[src/rtl/alu_pkg.sv]
// Shared definitions for the ALU result path.
// Holds the unit class encodings and the width of one queued entry.
// An entry holds a 2-bit class, a carry bit and a 2*WIDTH data word.
package alu_pkg;

  typedef enum logic [1:0] {
    ALU_CLS_ARITH = 2'd0,
    ALU_CLS_LOGIC = 2'd1,
    ALU_CLS_CMP   = 2'd2,
    ALU_CLS_SHIFT = 2'd3
  } alu_cls_e;

  localparam int ALU_WIDTH = 16;
  localparam int ENTRY_W   = 2*ALU_WIDTH+3;

  // Entry width for a non-default operand width.
  function automatic int entry_width(input int width);
    return 2*width+3;
  endfunction

endpackage

[src/rtl/alu_result_queue_if.sv]
// Bundle of signals between the ALU, the result queue and its consumer.
//   master : the ALU side plus the consumer. It drives the results, flags,
//            OUT_READY and CLR_ERR.
//   slave  : the queue. It drives the head entry, COUNT and the sticky
//            error bits.
interface alu_result_queue_if #(
  parameter int WIDTH = 16,
  parameter int DEPTH = 4
);
  logic                        RES_VALID;
  logic signed [2*WIDTH-1:0]   ARITH_OUT;
  logic                        CARRY_OUT;
  logic                        ARITH_FLAG;
  logic                        LOGIC_FLAG;
  logic                        CMP_FLAG;
  logic                        SHIFT_FLAG;
  logic signed [WIDTH-1:0]     LOGIC_OUT;
  logic signed [WIDTH-1:0]     CMP_OUT;
  logic signed [WIDTH-1:0]     SHIFT_OUT;
  logic                        OUT_VALID;
  logic                        OUT_READY;
  logic [1:0]                  OUT_CLASS;
  logic signed [2*WIDTH-1:0]   OUT_DATA;
  logic                        OUT_CARRY;
  logic [$clog2(DEPTH):0]      COUNT;
  logic                        ERR_FLAGS;
  logic                        ERR_OVF;
  logic                        CLR_ERR;

  modport master (
    output RES_VALID, ARITH_OUT, CARRY_OUT, ARITH_FLAG, LOGIC_FLAG, CMP_FLAG,
           SHIFT_FLAG, LOGIC_OUT, CMP_OUT, SHIFT_OUT, OUT_READY, CLR_ERR,
    input  OUT_VALID, OUT_CLASS, OUT_DATA, OUT_CARRY, COUNT, ERR_FLAGS, ERR_OVF
  );

  modport slave (
    input  RES_VALID, ARITH_OUT, CARRY_OUT, ARITH_FLAG, LOGIC_FLAG, CMP_FLAG,
           SHIFT_FLAG, LOGIC_OUT, CMP_OUT, SHIFT_OUT, OUT_READY, CLR_ERR,
    output OUT_VALID, OUT_CLASS, OUT_DATA, OUT_CARRY, COUNT, ERR_FLAGS, ERR_OVF
  );
endinterface

[src/rtl/alu_flag_encoder.sv]
// Combinational encoder for the ALU unit-active flags.
//   *_flag_i     : unit-active flags
//   cls_o        : encoded unit class, which is ARITH when the flags are not one-hot
//   one_hot_ok_o : exactly one flag is high
module alu_flag_encoder
  import alu_pkg::*;
(
  input  logic     arith_flag_i,
  input  logic     logic_flag_i,
  input  logic     cmp_flag_i,
  input  logic     shift_flag_i,
  output alu_cls_e cls_o,
  output logic     one_hot_ok_o
);

  always_comb begin
    cls_o        = ALU_CLS_ARITH;
    one_hot_ok_o = 1'b0;
    case ({shift_flag_i, cmp_flag_i, logic_flag_i, arith_flag_i})
      4'b0001: begin cls_o = ALU_CLS_ARITH; one_hot_ok_o = 1'b1; end
      4'b0010: begin cls_o = ALU_CLS_LOGIC; one_hot_ok_o = 1'b1; end
      4'b0100: begin cls_o = ALU_CLS_CMP;   one_hot_ok_o = 1'b1; end
      4'b1000: begin cls_o = ALU_CLS_SHIFT; one_hot_ok_o = 1'b1; end
      default: begin cls_o = ALU_CLS_ARITH; one_hot_ok_o = 1'b0; end
    endcase
  end

endmodule

[src/rtl/alu_result_queue.sv]
// Captures the active ALU unit's result and tags it with its class. The
// result is buffered in a DEPTH-entry FIFO and drained over valid/ready.
// The ALU cannot be stalled. Bad flag patterns and pushes dropped while
// the FIFO is full therefore set sticky error bits.
//   CLK : clock
//   RST : asynchronous active-low reset
//   bus : slave side of alu_result_queue_if
//         (ALU results and flags in; head entry, COUNT and errors out)
module alu_result_queue
  import alu_pkg::*;
#(
  parameter int WIDTH = 16,
  parameter int DEPTH = 4
) (
  input  logic              CLK,
  input  logic              RST,
  alu_result_queue_if.slave bus
);

  localparam int PW = $clog2(DEPTH);
  localparam int DW = 2*WIDTH;
  localparam logic [PW:0] FULL_CNT = (PW+1)'(DEPTH);

  typedef struct packed {
    alu_cls_e             cls;
    logic                 carry;
    logic signed [DW-1:0] data;
  } entry_t;

  function automatic logic signed [DW-1:0] sext(input logic signed [WIDTH-1:0] v);
    return {{WIDTH{v[WIDTH-1]}}, v};
  endfunction

  alu_cls_e    cls;
  logic        one_hot_ok;
  entry_t      new_entry;
  entry_t      head;
  entry_t      mem_q [DEPTH];
  logic [PW-1:0] wr_ptr_q, wr_ptr_d, rd_ptr_q, rd_ptr_d;
  logic [PW:0]   count_q, count_d;
  logic        err_flags_q, err_flags_d, err_ovf_q, err_ovf_d;
  logic        empty, full, push, pop, flag_evt, ovf_evt;

  alu_flag_encoder u_enc (
    .arith_flag_i (bus.ARITH_FLAG),
    .logic_flag_i (bus.LOGIC_FLAG),
    .cmp_flag_i   (bus.CMP_FLAG),
    .shift_flag_i (bus.SHIFT_FLAG),
    .cls_o        (cls),
    .one_hot_ok_o (one_hot_ok)
  );

  always_comb begin
    new_entry       = '0;
    new_entry.cls   = cls;
    new_entry.carry = 1'b0;
    case (cls)
      ALU_CLS_ARITH: begin
        new_entry.data  = bus.ARITH_OUT;
        new_entry.carry = bus.CARRY_OUT;
      end
      ALU_CLS_LOGIC: new_entry.data = sext(bus.LOGIC_OUT);
      ALU_CLS_CMP:   new_entry.data = sext(bus.CMP_OUT);
      default:       new_entry.data = sext(bus.SHIFT_OUT);
    endcase
  end

  assign empty = (count_q == '0);
  assign full  = (count_q == FULL_CNT);
  // The pop decision uses only registered occupancy, not the push, so a
  // push into an empty FIFO cannot fall through in the same cycle.
  assign pop      = bus.OUT_READY && !empty;
  assign push     = bus.RES_VALID && one_hot_ok && (!full || pop);
  assign flag_evt = bus.RES_VALID && !one_hot_ok;
  assign ovf_evt  = bus.RES_VALID && one_hot_ok && full && !pop;

  always_comb begin
    wr_ptr_d = push ? wr_ptr_q + 1'b1 : wr_ptr_q;
    rd_ptr_d = pop  ? rd_ptr_q + 1'b1 : rd_ptr_q;
    count_d  = count_q;
    case ({push, pop})
      2'b10:   count_d = count_q + 1'b1;
      2'b01:   count_d = count_q - 1'b1;
      default: count_d = count_q;
    endcase
    // A new error event takes priority over a clear in the same cycle.
    err_flags_d = flag_evt ? 1'b1 : (bus.CLR_ERR ? 1'b0 : err_flags_q);
    err_ovf_d   = ovf_evt  ? 1'b1 : (bus.CLR_ERR ? 1'b0 : err_ovf_q);
  end

  always_ff @(posedge CLK or negedge RST) begin
    if (!RST) begin
      wr_ptr_q    <= '0;
      rd_ptr_q    <= '0;
      count_q     <= '0;
      err_flags_q <= 1'b0;
      err_ovf_q   <= 1'b0;
    end else begin
      wr_ptr_q    <= wr_ptr_d;
      rd_ptr_q    <= rd_ptr_d;
      count_q     <= count_d;
      err_flags_q <= err_flags_d;
      err_ovf_q   <= err_ovf_d;
    end
  end

  // Storage is not reset. Stale contents stay invisible because the
  // outputs are masked while the FIFO is empty.
  always_ff @(posedge CLK) begin
    if (push) mem_q[wr_ptr_q] <= new_entry;
  end

  assign head          = mem_q[rd_ptr_q];
  assign bus.OUT_VALID = !empty;
  assign bus.OUT_CLASS = empty ? 2'd0 : head.cls;
  assign bus.OUT_DATA  = empty ? '0 : head.data;
  assign bus.OUT_CARRY = empty ? 1'b0 : head.carry;
  assign bus.COUNT     = count_q;
  assign bus.ERR_FLAGS = err_flags_q;
  assign bus.ERR_OVF   = err_ovf_q;

endmodule

[src/flat_wrapper.sv]
// flat-port wrapper written by rule: the top's interface ports become plain ports
module alu_result_queue_flat import alu_pkg::*;
#(
  parameter int WIDTH = 16,
  parameter int DEPTH = 4
)
  (CLK, RST, bus_RES_VALID, bus_ARITH_OUT, bus_CARRY_OUT, bus_ARITH_FLAG, bus_LOGIC_FLAG, bus_CMP_FLAG, bus_SHIFT_FLAG, bus_LOGIC_OUT, bus_CMP_OUT, bus_SHIFT_OUT, bus_OUT_READY, bus_CLR_ERR, bus_OUT_VALID, bus_OUT_CLASS, bus_OUT_DATA, bus_OUT_CARRY, bus_COUNT, bus_ERR_FLAGS, bus_ERR_OVF);
  alu_result_queue_if #(.WIDTH(WIDTH), .DEPTH(DEPTH)) bus_i ();
  input  logic CLK;
  input  logic RST;
  input wire logic [$bits(bus_i.RES_VALID)-1:0] bus_RES_VALID;
  input wire logic [$bits(bus_i.ARITH_OUT)-1:0] bus_ARITH_OUT;
  input wire logic [$bits(bus_i.CARRY_OUT)-1:0] bus_CARRY_OUT;
  input wire logic [$bits(bus_i.ARITH_FLAG)-1:0] bus_ARITH_FLAG;
  input wire logic [$bits(bus_i.LOGIC_FLAG)-1:0] bus_LOGIC_FLAG;
  input wire logic [$bits(bus_i.CMP_FLAG)-1:0] bus_CMP_FLAG;
  input wire logic [$bits(bus_i.SHIFT_FLAG)-1:0] bus_SHIFT_FLAG;
  input wire logic [$bits(bus_i.LOGIC_OUT)-1:0] bus_LOGIC_OUT;
  input wire logic [$bits(bus_i.CMP_OUT)-1:0] bus_CMP_OUT;
  input wire logic [$bits(bus_i.SHIFT_OUT)-1:0] bus_SHIFT_OUT;
  input wire logic [$bits(bus_i.OUT_READY)-1:0] bus_OUT_READY;
  input wire logic [$bits(bus_i.CLR_ERR)-1:0] bus_CLR_ERR;
  output wire logic [$bits(bus_i.OUT_VALID)-1:0] bus_OUT_VALID;
  output wire logic [$bits(bus_i.OUT_CLASS)-1:0] bus_OUT_CLASS;
  output wire logic [$bits(bus_i.OUT_DATA)-1:0] bus_OUT_DATA;
  output wire logic [$bits(bus_i.OUT_CARRY)-1:0] bus_OUT_CARRY;
  output wire logic [$bits(bus_i.COUNT)-1:0] bus_COUNT;
  output wire logic [$bits(bus_i.ERR_FLAGS)-1:0] bus_ERR_FLAGS;
  output wire logic [$bits(bus_i.ERR_OVF)-1:0] bus_ERR_OVF;
  assign bus_i.RES_VALID = bus_RES_VALID;
  assign bus_i.ARITH_OUT = bus_ARITH_OUT;
  assign bus_i.CARRY_OUT = bus_CARRY_OUT;
  assign bus_i.ARITH_FLAG = bus_ARITH_FLAG;
  assign bus_i.LOGIC_FLAG = bus_LOGIC_FLAG;
  assign bus_i.CMP_FLAG = bus_CMP_FLAG;
  assign bus_i.SHIFT_FLAG = bus_SHIFT_FLAG;
  assign bus_i.LOGIC_OUT = bus_LOGIC_OUT;
  assign bus_i.CMP_OUT = bus_CMP_OUT;
  assign bus_i.SHIFT_OUT = bus_SHIFT_OUT;
  assign bus_i.OUT_READY = bus_OUT_READY;
  assign bus_i.CLR_ERR = bus_CLR_ERR;
  assign bus_OUT_VALID = bus_i.OUT_VALID;
  assign bus_OUT_CLASS = bus_i.OUT_CLASS;
  assign bus_OUT_DATA = bus_i.OUT_DATA;
  assign bus_OUT_CARRY = bus_i.OUT_CARRY;
  assign bus_COUNT = bus_i.COUNT;
  assign bus_ERR_FLAGS = bus_i.ERR_FLAGS;
  assign bus_ERR_OVF = bus_i.ERR_OVF;
  alu_result_queue #(.WIDTH(WIDTH), .DEPTH(DEPTH)) u_core (.CLK(CLK), .RST(RST), .bus(bus_i));
endmodule
[config.mk]
export PLATFORM = sky130hd
export DESIGN_NAME = alu_result_queue_flat
export DESIGN_NICKNAME = d
export VERILOG_FILES = /design/src/rtl/alu_pkg.sv /design/src/rtl/alu_result_queue_if.sv /design/src/rtl/alu_flag_encoder.sv /design/src/rtl/alu_result_queue.sv /design/src/flat_wrapper.sv
export SDC_FILE = /design/constraint.sdc
export NUM_CORES = 1
export LEC_CHECK = 0
export ABC_AREA = 1
export BUFFER_PORTS_ARGS = -buffer_cell sky130_fd_sc_hd__buf_2
export CAP_MARGIN = 0
export CORE_MARGIN = 3
export CORE_UTILIZATION = 30
export DETAILED_ROUTE_END_ITERATION = 8
export REMOVE_ABC_BUFFERS = 1
export SKIP_CTS_REPAIR_TIMING = 1
export SYNTH_ARGS = -nofsm -noshare
export SYNTH_HDL_FRONTEND = slang
export SYNTH_SLANG_ARGS = --single-unit
[constraint.sdc]
create_clock -name CLK -period 2.85 [get_ports CLK]
set_clock_uncertainty 0.05 [all_clocks]
set_input_delay 0.1425 -clock CLK [delete_from_list [all_inputs] [get_ports CLK]]
set_output_delay 0.1425 -clock CLK [all_outputs]
set_load 0.1 [all_outputs]
==> flow_summary_export.csv, run 1 <==
group,metric,value,unit
cts,cts_buffers,17,
synth,yosys-top-cells-area,"edfxtp_1 64%, nor2_1 8.7%, nand2_1 5.3%",
hold_path,hold_path_class,"in -> reg",
routing,dr.pass1.iters,4,
run_status,outcome,"complete, no violations",
worst_setup_path,slowest_delay,0.61,ns
worst_setup_path,crit_required,2.66,ns
floorplanning,rows,53,
finish,antennaDiodeCount,0,
synth,synth_cell_types,27,
synth,ys_seq_elements,149,
cts,htree_levels,4,
cts,cts_max_path_buffers,2,
finish,layout_commonest_cell,"nor2_1",
global_routing,overflow,0,
synth,yosysSeqAreaShare,67.7,%
timing,setup_tns,0,ns
routing,drtIter0Drc,343,
worst_setup_path,crit_cells,5,
timing,finalSetupViolCount,0,
worst_setup_path,cp.arrival,2.25,ns
finish,area_growth,32.7,%
global_routing,grt_max_degree,46,
synth,syn_area_per_cell,10.7,µm²
global_routing,grt_pass1_vias,4733,
placement,dp_cells,998,
timing,tightest_slew,0.710,ns
floorplanning,die_height,154,µm
finish,drive_gt1_share,25.5,%
synth,synth-adder-area-share,1.07,%
worst_setup_path,rr_worst_depth,5,
timing,final_max_slew_viol_count,0,
cts,cts.sinks,149,
worst_setup_path,r2r-end,"u_core.mem_q[1][24]",
synth,syn_area,0.00654,mm²
worst_setup_path,r2r_setup_slack,0.79,ns
floorplanning,io_pins,131,
worst_setup_path,crit_fanout,35,
timing,min_period_over_period,85.6,%
routing,antenna_left,0,
timing,fin_crit,2.44,ns
worst_setup_path,setup.worst_path.class,"reg -> out",
cts,cts_root_buf,"clkbuf_16",
synth,synthXorXnorAreaFrac,0.402,%
worst_setup_path,crit_chain,"inv_2 > buf_4 > o21ai_0 > a21oi_1 > buf_12",
floorplanning,core,0.0212,mm²
global_routing,antenna_found_initial,0,
finish,fin_cells,1033,
timing,max_freq,410,MHz
routing,wire_per_inst,15.7,µm
worst_setup_path,worst-path-buf-inv,3,
synth,synth_compound_area_share,8.57,%
flow_run,maxCapViolCount,0,
worst_setup_path,startpoint,"u_core.rd_ptr_q[0]",
finish,finish.utilization,40.9,%
worst_setup_path,r2r_start,"u_core.bus.COUNT[0]",
synth,muxShareOfSynthArea,0,%
finish,mostFrequentLayoutCells,"148 x nor2_1, 140 x edfxtp_1, 95 x buf_2, 93 x nand2_1, 56 x o21ai_0",
synth,synth_top_family_by_area,"simple AND/OR/NAND/NOR gates",
synth,yosys.area.top_type_share,64.3,%
timing,relSlewSlack,52.6,%
routing,drt-total-wl,16300,µm
cts,tritoncts,"done",
placement,hpwl,10800,µm
worst_setup_path,worstSetupEndpoint,"bus_OUT_CLASS[0]",
timing,rsz0062_at_grt,"no",
timing,hold_viol,0,
routing,drc,0,
global_routing,grtUsageTotal,13.7,%
placement,place.gp.congestion,0.746,
synth,synth_top_area_cell,"edfxtp_1",
worst_setup_path,cpMaxStageDelayCell,"dfrtp_2",
routing,via_count,4754,
finish,nets,840,
placement,port_buffers,130,
synth,postSynthCellCount,614,
worst_setup_path,cp-start-kind,"register",
worst_setup_path,critPathTopFamily,"buffers and inverters",
floorplanning,die_area,0.0236,mm²
floorplanning,die_x,154,µm
cts,clock_latency,0.41,ns
floorplanning,initial_core_util,30.8,%
synth,yosysWarningCount,0,
synth,yosys.area_share.simple,18.2,%
routing,routed_via_density,4.60,
worst_setup_path,cp-end-kind,"output pin",
cts,path_clk_slew,0.06,ns
global_routing,grt_first_pass_wirelength,25100,µm
[how the worst min path moves through the flow]
stage                        from             endpoint  slack, ns  cells past startpoint
CTS                           RST  u_core.bus.COUNT[0]      -0.47                      1
finish              bus_OUT_READY   u_core.bus.ERR_OVF       0.03                      4
detailed placement            RST  u_core.bus.COUNT[0]      -0.03                      1
floorplan                     RST  u_core.bus.COUNT[0]      -0.20                      0
global placement              RST  u_core.bus.COUNT[0]      -0.04                      1
global route        bus_OUT_READY   u_core.bus.ERR_OVF       0.03                      4
[cells in the mapped netlist]
library cell  number
nand3_2            2
nor2_1           152
a22o_4             1
buf_4              1
inv_4              1
buf_2             15
inv_2              5
nand2_2            3
fa_1               1
nor2_2             1
edfxtp_1         140
o21ai_1           14
a21oi_1           36
nor3b_1            1
nand2_1           93
ha_1               4
inv_1             17
clkbuf_1          14
dfrtp_1            9
o21ai_0           56
clkinv_1           1
nand4_1           16
xor2_1             3
buf_6              3
o22ai_1            2
nor2_4             1
nand3_1           22
[kinds of logic after synthesis]
| kind of cell | count (synthesis) |
|---|---|
| XOR/XNOR | 3 |
| AND/OR/NAND/NOR | 291 |
| buffers and inverters | 57 |
| flip-flops | 149 |
| adder cells (fa/ha/maj) | 5 |
| AO/OA/AOI/OAI | 109 |
[worst reg2reg max path: cells and delay by family, from the launching register on]
kind,cells,cell delay [ns]
and+or+nand+nor,4,1.01
buffers and inverters,1,0.27
DFF,1,0.42
[final cells by class]
type | count | area (µm²)
Multi-Input combinational cell | 408 | 1880
Clock inverter | 15 | 144
Clock buffer | 17 | 425
Inverter | 24 | 92.6
Timing Repair Buffer | 145 | 1360
Tap cell | 275 | 344
Fill cell | 2021 | 12500
Sequential cell | 149 | 4430
[stage by stage]
step	setup WS, ns	cell area, µm²	hold slack (ns)
floorplan	-1.71	6370	-0.203
global placement	0.761	8080	-0.0368
detailed placement	0.700	8080	-0.0279
CTS	0.351	8650	-0.473
global route	0.238	8680	0.0309
finish	0.409	8680	0.0290
[flip-flops by register name, summed over array words and instances, names as in the netlist]
register and cells:
u_core.bus.ERR_FLAGS 1, u_core.wr_ptr_q 2, u_core.mem_q 140, u_core.bus.COUNT 3, u_core.rd_ptr_q 2, u_core.bus.ERR_OVF 1
[layer usage]
| metal | share of wire [%] | GRT usage, % |
|---|---|---|
| met5 | 0 | 0 |
| met3 | 4.4 | 2.87 |
| met2 | 51 | 24.1 |
| met4 | 0.95 | 3.83 |
| met1 | 43 | 16.9 |
Power of run 1 is not shown: default switching activity piles up to over one toggle a cycle in this logic, so the estimate is an artifact.
==> inputs of run 2 (changes only) <==
--- a/config.mk
+++ b/config.mk
@@ -11,6 +11,7 @@
 export CORE_MARGIN = 3
 export CORE_UTILIZATION = 30
 export DETAILED_ROUTE_END_ITERATION = 8
+export PLACE_DENSITY_LB_ADDON = 0.15
 export REMOVE_ABC_BUFFERS = 1
 export SKIP_CTS_REPAIR_TIMING = 1
 export SYNTH_ARGS = -nofsm -noshare
==> flow_summary_export.csv, run 2 (synthesis results as in run 1) <==
group,metric,value,unit
hold_path,worst_hold_path.endpoint,"u_core.bus.ERR_OVF",
cts,cts_buffers,17,
worst_setup_path,r2r_start,"u_core.bus.COUNT[2]",
timing,tightest_slew,0.883,ns
placement,place.gp.congestion,0.762,
placement,port_buffers,130,
finish,layout_commonest_cell,"nor2_1",
floorplanning,die_height,154,µm
worst_setup_path,cp-end-kind,"output pin",
global_routing,overflow,0,
floorplanning,die_x,154,µm
timing,rsz0062_at_grt,"no",
global_routing,grt_pass1_vias,4989,
placement,dp_cells,998,
finish,top_register,"u_core.mem_q",
cts,clock_latency,0.41,ns
global_routing,grt_max_degree,60,
timing,min_period_over_period,86.8,%
cts,cts_max_path_buffers,2,
finish,drive_gt1_share,25.1,%
routing,via_count,4840,
timing,setup_tns,0,ns
finish,fin_cells,1032,
routing,wire_per_inst,17.1,µm
finish,fillers,2060,
routing,routed_via_density,4.69,
routing,drc,0,
worst_setup_path,cp.arrival,2.28,ns
floorplanning,die_area,0.0236,mm²
hold_path,whs_path_depth,4,
timing,relSlewSlack,41.0,%
routing,drt-total-wl,17600,µm
routing,drtIter0Drc,286,
worst_setup_path,r2r-end,"u_core.mem_q[1][0]",
placement,place_area,0.00805,mm²
worst_setup_path,setup.worst_path.class,"reg -> out",
cts,cts.sinks,149,
placement,hpwl,11000,µm
worst_setup_path,r2r_setup_slack,0.70,ns
finish,regArea,0.00443,mm²
flow_run,maxCapViolCount,0,
global_routing,grtUsageTotal,15.0,%
cts,tritoncts,"done",
timing,hold_viol,0,
timing,max_freq,404,MHz
hold_path,holdCritStartpoint,"bus_OUT_READY",
worst_setup_path,crit_fanout,35,
global_routing,grt_first_pass_wirelength,27600,µm
finish,multi_input_area,0.00188,mm²
finish,antennaDiodeCount,0,
floorplanning,io_pins,131,
worst_setup_path,crit_required,2.66,ns
hold_path,hold_path_class,"in -> reg",
timing,final_max_slew_viol_count,0,
cts,path_clk_slew,0.06,ns
cts,cts_root_buf,"clkbuf_16",
finish,mostFrequentLayoutCells,"148 x nor2_1, 140 x edfxtp_1, 95 x buf_2, 93 x nand2_1, 56 x o21ai_0",
finish,area_growth,32.7,%
floorplanning,core,0.0212,mm²
timing,fin_crit,2.47,ns
finish,design_area,0.00868,mm²
run_status,outcome,"complete, no violations",
routing,dr.pass1.iters,5,
worst_setup_path,cp-start-kind,"register",
floorplanning,initial_core_util,30.8,%
finish,nets,840,
timing,finalSetupViolCount,0,
finish,finish.utilization,40.9,%
routing,antenna_left,0,
global_routing,antenna_found_initial,1,
finish,largest_register_ffs,140,
worst_setup_path,rr_worst_depth,6,
floorplanning,rows,53,
cts,htree_levels,4,
-- run 2: cell types whose count changed in the layout (fill, tap and decap cells not counted) --
cell and change:
buf_12 -2, buf_4 +2, bufinv_16 +3, clkbuf_1 +3, clkinv_1 -1, clkinv_2 +4
clkinv_4 -2, clkinvlp_4 -1, inv_6 -5, inv_8 -2
-- run 2: metal layers --
metal | track usage [%] | routed length, µm
met5 | 0 | 11
met4 | 3.70 | 171
met3 | 4.31 | 936
met2 | 24.3 | 8380
met1 | 20.0 | 8110
-- run 2: critical path, cell delays in order (launching register included) --
cell	delay, ns
dfrtp_2	0.59
inv_2	0.42
nor2_1	0.19
o21ai_0	0.09
a21oi_1	0.34
buf_12	0.23
-- run 2: final cells by class --
| type | count | area share (%) |
|---|---|---|
| flip-flops and latches | 149 | 51.1 |
| repair buffers | 145 | 15.4 |
| well taps | 275 | 3.96 |
| inverters | 24 | 1.07 |
| multi-input cells | 408 | 21.7 |
| clock inverters | 11 | 1.83 |
| clock buffers | 20 | 5.03 |
-- run 2: through the flow --
| step | hold slack (ns) | worst slack [ns] |
|---|---|---|
| after global routing | 0.0525 | 0.180 |
| after floorplan | -0.203 | -1.71 |
| after detailed placement | -0.0223 | 0.653 |
| final | 0.0399 | 0.377 |
| after global placement | -0.0276 | 0.718 |
| after CTS | -0.474 | 0.310 |
-- run 2: worst max-delay path by stage --
stage                           to  slack (ns)  cells past startpoint                 from
2_1_floorplan        bus_OUT_CARRY       -1.71                      4  u_core.bus.COUNT[0]
3_3_place_gp   u_core.mem_q[1][30]        0.72                      7       bus_LOGIC_FLAG
3_5_place_dp   u_core.mem_q[1][30]        0.65                      7       bus_LOGIC_FLAG
4_1_cts            bus_OUT_DATA[2]        0.31                      5   u_core.rd_ptr_q[1]
5_1_grt           bus_OUT_DATA[12]        0.18                      5   u_core.rd_ptr_q[1]
6_report           bus_OUT_DATA[2]        0.38                      5   u_core.rd_ptr_q[1]
Power of run 2 is left out for the same reason.
